`config.mk`:
```
export PLATFORM = sky130hd
export DESIGN_NAME = cpu_controller
export DESIGN_NICKNAME = d
export VERILOG_FILES = /design/src/rtl/cpu_controller.sv
export SDC_FILE = /design/constraint.sdc
export NUM_CORES = 1
export LEC_CHECK = 0
export ABC_AREA = 1
export CORE_MARGIN = 2
export CORE_UTILIZATION = 40
export DETAILED_ROUTE_END_ITERATION = 10
export GPL_TIMING_DRIVEN = 0
export PLACE_DENSITY = 0.81
export SYNTH_ARGS = -nofsm -noshare
export SYNTH_HDL_FRONTEND = slang
export SYNTH_SLANG_ARGS = --single-unit
```
`constraint.sdc`:
```
create_clock -name clk -period 1.7 [get_ports clk]
set_input_delay 0.255 -clock clk [delete_from_list [all_inputs] [get_ports clk]]
set_output_delay 0.255 -clock clk [all_outputs]
set_load 0.1 [all_outputs]
```
`src/rtl/cpu_controller.sv`:
```
// Eight-phase instruction sequencer (P0..P7 per instruction) that owns HALT and decodes datapath strobes.
// Strobes depend only on registered state, opcode and zero flag; no backpressure, ena/resume start it.
module cpu_controller (
    input  logic       clk,
    input  logic       rst_n,
    input  logic       ena,
    input  logic [2:0] opcode,
    input  logic       zero,
    input  logic       resume,
    output logic       inc_pc,
    output logic       load_pc,
    output logic       load_ir,
    output logic       load_acc,
    output logic       rd,
    output logic       wr,
    output logic       datactl_ena,
    output logic       halt,
    output logic [2:0] phase
);

    localparam logic [3:0] S_P0   = 4'd0;
    localparam logic [3:0] S_P1   = 4'd1;
    localparam logic [3:0] S_P2   = 4'd2;
    localparam logic [3:0] S_P3   = 4'd3;
    localparam logic [3:0] S_P4   = 4'd4;
    localparam logic [3:0] S_P5   = 4'd5;
    localparam logic [3:0] S_P6   = 4'd6;
    localparam logic [3:0] S_P7   = 4'd7;
    localparam logic [3:0] S_IDLE = 4'd8;
    localparam logic [3:0] S_HALT = 4'd9;

    localparam logic [2:0] OP_HLT = 3'b000;
    localparam logic [2:0] OP_SKZ = 3'b001;
    localparam logic [2:0] OP_ADD = 3'b010;
    localparam logic [2:0] OP_AND = 3'b011;
    localparam logic [2:0] OP_XOR = 3'b100;
    localparam logic [2:0] OP_LDA = 3'b101;
    localparam logic [2:0] OP_STO = 3'b110;
    localparam logic [2:0] OP_JMP = 3'b111;

    logic [3:0] state_q, state_d;
    logic [2:0] op_q, op_d;
    logic       zero_q, zero_d;
    logic       alu_op;

    always_comb begin
        state_d = state_q;
        op_d    = op_q;
        zero_d  = zero_q;
        case (state_q)
            S_IDLE: if (ena)    state_d = S_P0;
            S_HALT: if (resume) state_d = S_P0;
            S_P2: begin
                op_d    = opcode;
                state_d = S_P3;
            end
            S_P3: begin
                zero_d  = zero;
                state_d = (op_q == OP_HLT) ? S_HALT : S_P4;
            end
            S_P7:                                 state_d = S_P0;
            S_P0, S_P1, S_P4, S_P5, S_P6:         state_d = state_q + 4'd1;
            default:                              state_d = S_IDLE;
        endcase
    end

    always_ff @(posedge clk or negedge rst_n) begin
        if (!rst_n) begin
            state_q <= S_IDLE;
            op_q    <= 3'b000;
            zero_q  <= 1'b0;
        end else begin
            state_q <= state_d;
            op_q    <= op_d;
            zero_q  <= zero_d;
        end
    end

    assign alu_op = (op_q == OP_ADD) || (op_q == OP_AND) || (op_q == OP_XOR) || (op_q == OP_LDA);

    // Pure decode of registered state, so an async reset drops every strobe at once.
    always_comb begin
        inc_pc      = 1'b0;
        load_pc     = 1'b0;
        load_ir     = 1'b0;
        load_acc    = 1'b0;
        rd          = 1'b0;
        wr          = 1'b0;
        datactl_ena = 1'b0;
        halt        = 1'b0;
        phase       = state_q[3] ? 3'd0 : state_q[2:0];
        case (state_q)
            S_P0, S_P1: begin
                rd      = 1'b1;
                load_ir = 1'b1;
                inc_pc  = 1'b1;
            end
            S_P3: halt = (op_q == OP_HLT);
            S_P4, S_P5: begin
                rd          = alu_op;
                datactl_ena = (op_q == OP_STO);
                wr          = (op_q == OP_STO) && (state_q == S_P5);
                load_pc     = (op_q == OP_JMP);
                inc_pc      = (op_q == OP_SKZ) && zero_q;
            end
            S_P6: begin
                rd          = alu_op;
                load_acc    = alu_op;
                datactl_ena = (op_q == OP_STO);
            end
            S_HALT: halt = 1'b1;
            default: ;
        endcase
    end

endmodule

```
==> flow_summary.yaml <==
outcome:
  status: "finished, violations left"
  violations: "negative setup slack"
die:
  core_area_sq_mm: 0.00147
  dieHeight_um: 43.1
  start_util: 0.416
  io_pins: 19
  row_count: 14
  dieArea_sq_mm: 0.00186
  die_w_um: 43.1
logic_synthesis:
  yosysWarnings: 0
  syn_inst: 92
  ys_seq_area_frac: 0.329
  synth.most_common_cell: "nand2_1"
  synth_cell_types: 19
  synth_area_leaders: "dfrtp_1 29%, nand2_1 18%, ha_1 8.2%"
  ys_dominant_reg_cell: "dfrtp_1"
  synth_top_cell_area_share: 0.286
  synth_edf_count: 0
  yosys.area.top_type: "dfrtp_1"
  synth_nets: 104
  ys_top_cells_by_count: "30 x nand2_1, 13 x inv_1, 11 x nor2_1"
  synthArstFlopShare: 1.00
  syn_area_per_cell_sq_um: 6.65
  ys_ff_latch: 8
  syn_area_sq_um: 612
sta:
  fin_hold_ws_ps: 284
  setup_viol: 7
  worst_slew_pin_slew_ps: 517
  finalClockSkew_ps: 8.70
  grt_setup_unrepaired: "true"
  drv_slew: 0
  period_share: 1.10
  max_clock_freq_mhz: 533
  relSlewSlack: 0.658
  finalHoldViolCount: 0
  min_period_ps: 1880
  layout_setup_ws_ps: -177
placement:
  dp_hpwl_um: 1120
  io_buffers: 18
  dpl.cell_count: 126
  pre_cts_slack_ps: -998
  place_area_sq_um: 902
  place.gp.congestion: 0.836
job:
  drv_cap: 0
detailed_routing:
  drt-total-wl_um: 1790
  avgViaCountPerCell: 5.04
  wire_per_inst_um: 12.8
  ant_nets: 0
  first_iter_violations: 9
  dr.pass1.iters: 4
  drc: 0
  detailroute.via_count: 706
finish:
  layout-area-overhead-vs-synth_pct: 87.1
  diodes: 0
  final_cell_area_sq_mm: 0.00114
  layout.nets: 137
  layout-drive-gt1-share: 0.484
  stdcell_count: 140
  fillers: 83
clock_tree:
  htreeDepth: 1
  cts-root-buf: "clkbuf_4"
  holdBufCountCts: 0
  cts_buffers: 3
  clock_latency_ps: 250
  clock-sinks: 8
  cts_tree: "yes"
  path_clk_slew_ps: 60
  cts_buffer_depth: 2
grt:
  grt_usage: 0.194
  globalRoute.totalOverflow: 0
  antenna_found_initial: 0
  grt_pass1_wl_um: 2730
  grt_max_degree: 9
  grt_pass1_vias: 627
critical_path:
  cp-start-kind: "flip-flop"
  crit_fanout: 4
  critPathRequiredTime_ps: 1440
  critPathKind: "reg -> out"
  crit_arrival_ps: 1620
  end_kind: "output pin"
hold_path:
  hold_class: "in -> async"
[what timing repair did]
action | in CTS | in global routing
setup endpoints to repair | 11 | 10
pin swaps | 4 | 9
gates cloned | 0 | 0
buffers inserted | 4 | 6
gates resized for setup | 92 | 16
[final cells by class]
class | instances | area (sq um) | share of cell area
Clock buffer | 4 | 26.3 | 0.0230
Timing Repair Buffer | 28 | 313 | 0.273
Tap cell | 16 | 20.0 | 0.0175
Multi-Input combinational cell | 68 | 513 | 0.448
Inverter | 16 | 68.8 | 0.0601
Sequential cell | 8 | 204 | 0.178
[cell usage in the layout, fill, tap and decap left out, drive strengths merged, types with 4 or more instances in the layout]
cell	count
nand2	31
buf	21
nor2	15
inv	15
clkdlybuf4s50	7
nand3	7
dfrtp	7
o21ai	6
ha	4
clkbuf	4
[stage by stage]
step | utilization | setup TNS [ps]
6_report | 0.778 | -918
5_1_grt | 0.778 | -1600
4_1_cts | 0.696 | -1090
3_5_place_dp | 0.613 | -7900
3_3_place_gp | 0.613 | -7690
2_1_floorplan | - | -2250
[metal layers]
metal	vias to the layer above	track usage	part of all wire
met5	-	0	0
met4	0	0.0727	0.029
met3	6	0.0255	0.036
met2	23	0.307	0.53
met1	330	0.267	0.40
li1	347	-	-
[state kept, by name, summed over array words and instances (netlist names)]
signal / count
op_q: 3
state_q: 4
zero_q: 1
[worst max-delay path, stage by stage, from the launching register on]
cell,delay [ps]
dfrtp_1,420
inv_2,140
ha_4,160
inv_4,40
nand2_4,60
nand2_4,70
buf_6,130
o21ai_4,160
buf_12,190
[worst paths after layout]
kind	from	end	slack, ps	cells after the start
worst max-delay path	state_q[1]$_DFFE_PN0P_	inc_pc	-180	8
worst min-delay path	rst_n	op_q[2]$_DFFE_PN0P_	280	1
worst max register to register	state_q[0]$_DFFE_PN0P_	state_q[0]$_DFFE_PN0P_	50	12
worst min register to register	zero_q$_DFFE_PN0P_	zero_q$_DFFE_PN0P_	530	1
max in group asynchronous	rst_n	state_q[3]$_DFFE_PN1P_	1100	1
min in group clk	zero_q$_DFFE_PN0P_	zero_q$_DFFE_PN0P_	530	1
[logic make-up after synthesis]
group / synth area share
DFF: 0.329
AOI/OAI and AO/OA: 0.0634
xor gates and xnor gates: 0.0143
buffers and inverters: 0.0982
adders and majority gates: 0.0818
muxes: 0.0184
and+or+nand+nor: 0.395
Power is not shown: default switching activity piles up to over one toggle a cycle in this logic, so the estimate is an artifact.
